--- config.mk ---
export PLATFORM = sky130hd
export DESIGN_NAME = instr_fetch_unit_flat
export DESIGN_NICKNAME = d
export VERILOG_FILES = /design/src/rtl/instr_fetch_unit_pkg.sv /design/src/rtl/instr_fetch_unit_if.sv /design/src/rtl/instr_fetch_unit_next_pc.sv /design/src/rtl/instr_fetch_unit.sv /design/src/flat_wrapper.sv
export SDC_FILE = /design/constraint.sdc
export NUM_CORES = 1
export LEC_CHECK = 0
export BUFFER_PORTS_ARGS = -buffer_cell sky130_fd_sc_hd__buf_2
export CORE_ASPECT_RATIO = 1.5
export CORE_UTILIZATION = 30
export CTS_BUF_LIST = sky130_fd_sc_hd__clkbuf_2 sky130_fd_sc_hd__clkbuf_4 sky130_fd_sc_hd__clkbuf_8
export CTS_CLUSTER_DIAMETER = 120
export DETAILED_ROUTE_END_ITERATION = 10
export SYNTH_ARGS = -nofsm -noshare
export SYNTH_HDL_FRONTEND = slang
export SYNTH_SLANG_ARGS = --single-unit
--- constraint.sdc ---
create_clock -name clk -period 4.2 [get_ports clk]
set_clock_uncertainty 0.05 [all_clocks]
set_input_delay 0.42 -clock clk [delete_from_list [all_inputs] [get_ports clk]]
set_output_delay 0.42 -clock clk [all_outputs]
set_load 0.01 [all_outputs]
--- src/rtl/instr_fetch_unit_pkg.sv ---
// Shared definitions for the instruction fetch unit: opcode constants and FSM state type.
package instr_fetch_unit_pkg;

    localparam logic [5:0] R_TYPE = 6'h00;
    localparam logic [5:0] J_TYPE = 6'h02;
    localparam logic [5:0] I_TYPE = 6'h04;

    typedef enum logic [1:0] {
        IFU_IDLE  = 2'd0,
        IFU_FETCH = 2'd1,
        IFU_ISSUE = 2'd2
    } ifu_state_t;

endpackage

--- src/rtl/instr_fetch_unit_if.sv ---
// Instruction-memory req/ack bus between the fetch unit (master) and imem (slave).
interface instr_fetch_unit_if #(
    parameter int ADDR_W = 32
);
    logic              imem_req;
    logic [ADDR_W-1:0] imem_addr;
    logic              imem_ack;
    logic [31:0]       imem_rdata;

    modport master (output imem_req, imem_addr, input imem_ack, imem_rdata);
    modport slave  (input imem_req, imem_addr, output imem_ack, imem_rdata);
endinterface

--- src/rtl/instr_fetch_unit_next_pc.sv ---
// Combinational next-PC selection: jump target, taken branch, or sequential pc+4.
module next_pc_calc
    import instr_fetch_unit_pkg::*;
#(
    parameter int ADDR_W = 32
) (
    input  logic [ADDR_W-1:0] pc,
    input  logic [31:0]       instr_word,
    input  logic              jump,
    input  logic              branch,
    input  logic              zero,
    output logic [ADDR_W-1:0] next_pc
);

    logic [ADDR_W-1:0] pc4;
    logic [ADDR_W-1:0] jump_target;
    logic [ADDR_W-1:0] branch_offset;
    logic              unused_opcode;

    assign unused_opcode = ^instr_word[31:26];

    always_comb begin
        pc4           = pc + ADDR_W'(4);
        jump_target   = {pc4[ADDR_W-1:28], instr_word[25:0], 2'b00};
        branch_offset = {{(ADDR_W-18){instr_word[15]}}, instr_word[15:0], 2'b00};
        if (jump) begin
            next_pc = jump_target;
        end else if (branch && zero) begin
            next_pc = pc4 + branch_offset;
        end else begin
            next_pc = pc4;
        end
    end

endmodule

--- src/rtl/instr_fetch_unit.sv ---
// Instruction sequencer: owns the PC, fetches over the imem req/ack bus and issues to the decoder.
module instr_fetch_unit
    import instr_fetch_unit_pkg::*;
#(
    parameter int                ADDR_W   = 32,
    parameter logic [ADDR_W-1:0] RESET_PC = '0
) (
    input  logic               clk,
    input  logic               rst_n,
    input  logic               enable,
    instr_fetch_unit_if.master imem,
    output logic               instr_valid,
    input  logic               dec_ready,
    output logic [5:0]         instruction,
    output logic [5:0]         func,
    output logic [31:0]        instr_word,
    input  logic               jump,
    input  logic               branch,
    input  logic               zero,
    output logic [ADDR_W-1:0]  pc
);

    ifu_state_t        state;
    logic              req;
    logic [ADDR_W-1:0] next_pc;

    next_pc_calc #(.ADDR_W(ADDR_W)) u_next_pc (
        .pc         (pc),
        .instr_word (instr_word),
        .jump       (jump),
        .branch     (branch),
        .zero       (zero),
        .next_pc    (next_pc)
    );

    assign imem.imem_req  = req;
    assign imem.imem_addr = pc;
    assign instruction    = instr_word[31:26];
    assign func           = instr_word[5:0];

    always_ff @(posedge clk or negedge rst_n) begin
        if (!rst_n) begin
            state       <= IFU_IDLE;
            pc          <= RESET_PC;
            req         <= 1'b0;
            instr_valid <= 1'b0;
            instr_word  <= '0;
        end else begin
            case (state)
                IFU_IDLE: begin
                    if (enable) begin
                        state <= IFU_FETCH;
                        req   <= 1'b1;
                    end
                end
                IFU_FETCH: begin
                    // rdata is captured only here; acks seen in other states are dropped
                    if (imem.imem_ack) begin
                        instr_word  <= imem.imem_rdata;
                        instr_valid <= 1'b1;
                        req         <= 1'b0;
                        state       <= IFU_ISSUE;
                    end
                end
                IFU_ISSUE: begin
                    if (dec_ready) begin
                        pc          <= next_pc;
                        instr_valid <= 1'b0;
                        if (enable) begin
                            state <= IFU_FETCH;
                            req   <= 1'b1;
                        end else begin
                            state <= IFU_IDLE;
                        end
                    end
                end
                default: begin
                    state       <= IFU_IDLE;
                    req         <= 1'b0;
                    instr_valid <= 1'b0;
                end
            endcase
        end
    end

endmodule
--- src/flat_wrapper.sv ---
// flat-port wrapper written by rule: the top's interface ports become plain ports
module instr_fetch_unit_flat import instr_fetch_unit_pkg::*;
#(
    parameter int                ADDR_W   = 32,
    parameter logic [ADDR_W-1:0] RESET_PC = '0
)
  (clk, rst_n, enable, instr_valid, dec_ready, instruction, func, instr_word, jump, branch, zero, pc, imem_imem_req, imem_imem_addr, imem_imem_ack, imem_imem_rdata);
  instr_fetch_unit_if #(.ADDR_W(ADDR_W)) imem_i ();
  input  logic clk;
  input  logic rst_n;
  input  logic enable;
  output logic instr_valid;
  input  logic dec_ready;
  output logic [5:0] instruction;
  output logic [5:0] func;
  output logic [31:0] instr_word;
  input  logic jump;
  input  logic branch;
  input  logic zero;
  output logic [ADDR_W-1:0] pc;
  output wire logic [$bits(imem_i.imem_req)-1:0] imem_imem_req;
  output wire logic [$bits(imem_i.imem_addr)-1:0] imem_imem_addr;
  input wire logic [$bits(imem_i.imem_ack)-1:0] imem_imem_ack;
  input wire logic [$bits(imem_i.imem_rdata)-1:0] imem_imem_rdata;
  assign imem_imem_req = imem_i.imem_req;
  assign imem_imem_addr = imem_i.imem_addr;
  assign imem_i.imem_ack = imem_imem_ack;
  assign imem_i.imem_rdata = imem_imem_rdata;
  instr_fetch_unit #(.ADDR_W(ADDR_W), .RESET_PC(RESET_PC)) u_core (.clk(clk), .rst_n(rst_n), .enable(enable), .imem(imem_i), .instr_valid(instr_valid), .dec_ready(dec_ready), .instruction(instruction), .func(func), .instr_word(instr_word), .jump(jump), .branch(branch), .zero(zero), .pc(pc));
endmodule
==> results.ini, run 1 <==
[status]
status=finished, final reports clean

[layout]
fin_nets=831
final-instance-count-excl-fill=975
insertedDiodeCount=0
fillers=1839
final_common_cell=buf_2
drive_above_1_share=0.294
final_cell_mix=145 x buf_2, 70 x nand2_1, 66 x dfrtp_1
area_delta_synth_final_pct=17.2
design_area_mm2=0.00646

[grt]
grt_remaining_overflow=0
grtUsageTotal=0.170
grt_pass1_vias=4820
antenna_found_initial=0
grt_max_degree=48
grt_pass1_wl_mm=25.3

[power]
clock_power_share=0.107
p_total_w=0.00600
sw_frac_of_total=0.487
switchingPower_w=0.00292
combPwrFrac=0.661
internal_power_w=0.00307
p_leak_nw=3.16
ir_drop_mv=0.364
power.share.sequential=0.232
power_density_mw_per_mm2=929

[route]
drt-pass1-iter-count=4
drc_errors=0
antenna_left=0
wl_per_cell_um=16.4
drt_wl_total_mm=16.0
routed_via_density=5.17
vias=5045
drt_iter0_markers=193

[sta]
period_needed_ps=3890
setup_ws_ps=314
relSlewSlack=0.429
slew_violations=0
setup_viol=0
worst_slew_pin_slew_ps=857
rsz0062_at_grt=false
fmax_mhz=257
min_period_over_period=0.925
finalSetupTns_ps=0
hold_viol_final=0

[logic_synthesis]
netlist_top_cells_area=dfrtp_1 30%, ha_1 8.4%, mux2_2 6.7%, buf_4 6.3%, nand2_1 4.8%
synth_top_area_frac=0.300
ys_types=55
synth_area_per_cell_um2=8.47
synth_enable_flop_cells=0
syn_inst=650
seq_area_frac_synth=0.300
ys_async_sr_fraction=1.00
synth_seq_cells=66
yosysWarningCount=0
synth_area_leader_cell=dfrtp_1
syn_area_mm2=0.00551
synth_top_flop_cell=dfrtp_1

[placed_design]
gp_congestion=0.891
postPlaceCellArea_mm2=0.00618
port-buffer-count=145
post-place-ws_ps=340
hpwl_mm=12.4
dp_cells=957

[die]
rows=60
fp.dieW_um=113
die_h_um=168
boundaryPins=150
initial_core_util=0.307
core_region_area_mm2=0.0179
dieArea_mm2=0.0189

[setup_path]
cp_max_fo=7
cp_top_family=compound AO/OA/AOI/OAI gates
slowest_stage=dfrtp_1
end_kind=flip-flop
cpPeakStageDelay_ps=460
path_cells=and3_1 -> and3_1 -> nand3_2 -> xnor2_2 -> ha_1 -> a21o_1 -> a21o_1 -> a21o_1 -> a221o_1 -> a211oi_2 -> o21ai_1 -> mux2i_1 -> a21oi_1 -> mux2i_1 -> xnor2_1
path_common_cell=a21o_1
cp.required_ps=4440
critPathKind=reg -> reg
critPathArrivalTime_ps=4120
crit_buf_inv=0
cp-start-kind=flip-flop

[job]
drv_cap=0

[clocking]
cts_buffer_depth=2
cts_buffers=9
clk_latency_ps=360
clk_pin_slew_ps=80
htreeDepth=3
clock_sinks=66
cts_tree=built
cts_root_buf=clkbuf_8

[worst_hold_path]
min_path_type=in -> async

worst paths after layout:
path | cells after the start | slack (ps) | end | start
max | 15 | 310 | u_core.imem.imem_addr[31]$_DFFE_PN0P_ | u_core.imem.imem_addr[7]$_DFFE_PN0P_
min | 1 | 80 | u_core.imem.imem_addr[13]$_DFFE_PN0P_ | rst_n
max in group asynchronous | 2 | 3090 | u_core.instr_valid$_DFFE_PN0P_ | rst_n
min reg2reg | 2 | 460 | u_core.instr_valid$_DFFE_PN0P_ | u_core.instr_valid$_DFFE_PN0P_
min in group clk | 2 | 240 | u_core.instr_word[14]$_DFFE_PN0P_ | imem_imem_rdata[14]
max reg2reg | 15 | 310 | u_core.imem.imem_addr[31]$_DFFE_PN0P_ | u_core.imem.imem_addr[7]$_DFFE_PN0P_
worst register-to-register path, cell delays in order, from the launching register on:
cell      delay [ps]
dfrtp_1          460
and3_1           230
and3_1           220
nand3_2          200
xnor2_2          200
ha_1             380
a21o_1           210
a21o_1           170
a21o_1           190
a221o_1          370
a211oi_2         320
o21ai_1          160
mux2i_1          140
a21oi_1          150
mux2i_1          240
xnor2_1          130
layer usage:
metal | track usage | wire length [um] | share of wire
met2 | 0.316 | 8520 | 0.53
met4 | 0.0800 | 509 | 0.032
met1 | 0.190 | 6330 | 0.40
met3 | 0.0205 | 622 | 0.039
met5 | 0 | 0 | 0
registers in the layout, summed over array words and instances (netlist names):
signal and count:
u_core.state 2, u_core.instr_word 32, u_core.instr_valid 1, u_core.imem.imem_req 1, u_core.imem.imem_addr 30
cell type report:
cell class              count  area [um^2]  share of cell area
repair buffers            163          861               0.133
clock buffers              11          151              0.0234
clock inverters             5         85.1              0.0132
flip-flops and latches     66         1650               0.256
multi-input cells         502         3390               0.526
well taps                 217          272              0.0421
inverters                  11         41.3             0.00640
synth_stat cells, drive strengths merged (3+ instances only):
| master | number |
|---|---|
| inv | 10 |
| nand3b | 3 |
| mux2 | 33 |
| nand2b | 6 |
| clkbuf | 24 |
| o211ai | 11 |
| dfrtp | 66 |
| o31ai | 3 |
| ha | 37 |
| nand2 | 70 |
| xor2 | 22 |
| a21oi | 50 |
| o21bai | 3 |
| a211oi | 12 |
| o22ai | 3 |
| o21a | 7 |
| mux2i | 4 |
| buf | 50 |
| a31oi | 6 |
| nand3 | 19 |
| xnor2 | 29 |
| nor2 | 47 |
| and3 | 11 |
| a21o | 26 |
| o21ai | 54 |
| nor3 | 9 |
| nand4 | 6 |
kinds of logic after synthesis:
kind of cell / Yosys count / synth area share
AOI/OAI and AO/OA: 190 / 0.217
and+or+nand+nor: 182 / 0.149
buffers and inverters: 85 / 0.0907
DFF: 66 / 0.300
xor gates and xnor gates: 51 / 0.0811
adders and majority gates: 38 / 0.0877
muxes: 37 / 0.0748
other: 1 / 0.000681
repair_timing:
item | in CTS | in global routing
gates resized for setup | 0 | 5
hold buffers | 0 | 0
setup buffers | 0 | 2
setup endpoints to repair | 0 | 1
power groups by stage:
stage	Clock [W]	Combinational [W]	Sequential (W)
finish	0.000643	0.00396	0.00139
floorplan	0	0.00289	0.00143
global route	0.000682	0.00438	0.00146
CTS	0.000661	0.00396	0.00140
global placement	0	0.00394	0.00139
detailed placement	0	0.00393	0.00141
per-stage QoR:
stage | hold WS, ps | util
finish | 76.4 | 0.360
global route | 146 | 0.360
CTS | 105 | 0.357
detailed placement | 448 | 0.344
global placement | 437 | 0.344
floorplan | 74.4 | -
No activity file was read; power rests on OpenSTA's default activity.
==> inputs of run 2 (changes only) <==
CAP_MARGIN = 20   (was not set)
CORE_UTILIZATION = 55   (was 30)
PLACE_DENSITY = 0.83   (was not set)
clock period = 4.3 ns   (was 4.2 ns; I/O delays follow)
==> run 2 against run 1 <==
Clock power is 3.3% higher. Sequential share of layout area is 0.91 points higher. Final area is 3.4% lower. Critical path depth is 2 higher. Cell count is 12% lower.
==> results.ini, run 2 (synthesis results as in run 1) <==
[status]
status=finished, final reports clean

[grt]
antenna_found_initial=0  ; unchanged
grt_pass1_wl_mm=24.9  ; -1.7%
grtUsageTotal=0.296  ; +0.126
grt_max_degree=50  ; +4.2%
grt_pass1_vias=5177  ; +7.4%
grt_remaining_overflow=0  ; unchanged

[setup_path]
slowest_stage=dfrtp_1
cp_max_fo=7  ; unchanged
path_cells=and3_1 -> and3_1 -> nand4_1 -> nor2_1 -> nand2_1 -> xnor2_1 -> ha_1 -> o21a_1 -> o21a_1 -> o21a_1 -> o211ai_1 -> a211o_1 -> o21ai_1 -> mux2i_1 -> a21oi_1 -> mux2i_1 -> xnor2_1
cp-start-kind=flip-flop
cpPeakStageDelay_ps=460  ; about the same
path_common_cell=o21a_1
cp.required_ps=4540  ; +100 ps
critPathKind=reg -> reg
end_kind=flip-flop
critPathArrivalTime_ps=4230  ; +110 ps
rrSetupSlack_ps=300  ; about the same

[clocking]
hold_buffers=1  ; +1
clk_latency_ps=350  ; about the same
cts_buffer_depth=2  ; unchanged
cts_resized=0  ; unchanged
cts_tree=built
post-cts-setup-buffers=0  ; unchanged
clk_pin_slew_ps=80  ; about the same
htreeDepth=3  ; unchanged
cts_buffers=9  ; unchanged
clock_sinks=66  ; unchanged
cts_root_buf=clkbuf_8

[sta]
min_period_over_period=0.929  ; +0.00406
fmax_mhz=250  ; -2.8%
worst_slew_pin_slew_ps=922  ; +65.2 ps
period_needed_ps=4000  ; +110 ps
whs_ps=250  ; +173 ps
rsz0062_at_grt=false
finalSetupTns_ps=0  ; unchanged
slew_violations=0  ; unchanged
setup_viol=0  ; unchanged
hold_viol_final=0  ; unchanged
relSlewSlack=0.385  ; -0.0434

[power]
ir_drop_mv=0.433  ; +19%
power_density_mw_per_mm2=938  ; +0.96%
p_total_w=0.00585  ; -2.5%
p_leak_nw=3.10  ; -1.8%

[worst_hold_path]
min_path_type=in -> reg

[layout]
drive_above_1_share=0.276  ; -0.0184
insertedDiodeCount=0  ; unchanged
fillers=873  ; -53%
largest_reg_flops=32  ; unchanged
fin_nets=820  ; -1.3%
final_common_cell=buf_2
final_cell_mix=145 x buf_2, 70 x nand2_1, 66 x dfrtp_1
final_core_util=0.643  ; +0.284
design_area_mm2=0.00623  ; -3.4%
largest_register=u_core.instr_word
area_delta_synth_final_pct=13.2

[route]
drt-pass1-iter-count=7  ; +3
routed_via_density=6.10  ; +18%
antenna_left=0  ; unchanged
drt_wl_total_mm=15.2  ; -5.1%
drc_errors=0  ; unchanged
drt_iter0_markers=407  ; +110%
wl_per_cell_um=17.6  ; +7.3%
vias=5261  ; +4.3%

[die]
dieArea_mm2=0.0104  ; -45%
initial_core_util=0.568  ; +0.261
fp.dieW_um=83.7  ; -26%
rows=44  ; -27%
die_h_um=125  ; -26%
core_region_area_mm2=0.00969  ; -46%
boundaryPins=150  ; unchanged

[placed_design]
port-buffer-count=145  ; unchanged
hpwl_mm=11.2  ; -9.8%
postPlaceCellArea_mm2=0.00597  ; -3.3%
gp_congestion=0.946  ; +6.1%

[job]
drv_cap=0  ; unchanged

run 2: changes by cell type in the layout (fill, tap and decap cells not counted), sizes merged:
cell / change
dlygate4sd3: +1
clkinv: +1
clkbuf: -1
bufinv: +1
buf: -12
clkinvlp: -1
run 2: final cells by class:
cell class,instances,area [um^2],area share
Inverter,11,41.3,0.00662
Multi-Input combinational cell,502,3370,0.540
Clock buffer,10,138,0.0221
Tap cell,115,144,0.0231
Timing Repair Buffer,152,781,0.125
Sequential cell,66,1650,0.265
Clock inverter,6,113,0.0181
run 2: worst paths after layout:
kind	start	end	depth (start not counted)
max in group asynchronous	rst_n	u_core.imem.imem_addr[5]$_DFFE_PN0P_	3
hold reg to reg	u_core.imem.imem_addr[31]$_DFFE_PN0P_	u_core.imem.imem_addr[31]$_DFFE_PN0P_	1
hold / removal	imem_imem_rdata[15]	u_core.instr_word[15]$_DFFE_PN0P_	2
setup / recovery	u_core.imem.imem_addr[7]$_DFFE_PN0P_	u_core.imem.imem_addr[31]$_DFFE_PN0P_	17
min in group asynchronous	rst_n	u_core.imem.imem_addr[31]$_DFFE_PN0P_	2
setup reg to reg	u_core.imem.imem_addr[7]$_DFFE_PN0P_	u_core.imem.imem_addr[31]$_DFFE_PN0P_	17
run 2: worst max-delay path: cells and delay by family, from the launching register on:
| kind | cells | cell delay, ps |
|---|---|---|
| AOI/OAI and AO/OA | 7 | 1170 |
| muxes | 2 | 380 |
| adders and majority gates | 1 | 360 |
| DFF | 1 | 460 |
| xor gates and xnor gates | 2 | 440 |
| and+or+nand+nor | 5 | 1080 |
run 2: report_power, final:
group          internal (W)  switching [W]  leakage (nW)
logic               0.00167        0.00215          2.17
registers          0.000916       0.000449         0.800
clock network      0.000403       0.000261         0.127
total               0.00299        0.00286          3.10
run 2: routing by layer:
layer  global-route usage  routed length [um]  up-vias
met2                0.525                7930      234
met1                0.346                5990     2538
met5                    0                   0        -
li1                     -                   -     2451
met3               0.0391                 814       38
met4                0.145                 429        0
run 2: per-stage QoR:
step	instances	worst slack, ps
detailed placement	845	369
CTS	862	302
global placement	845	443
floorplan	653	837
finish	862	304
global route	862	51.9
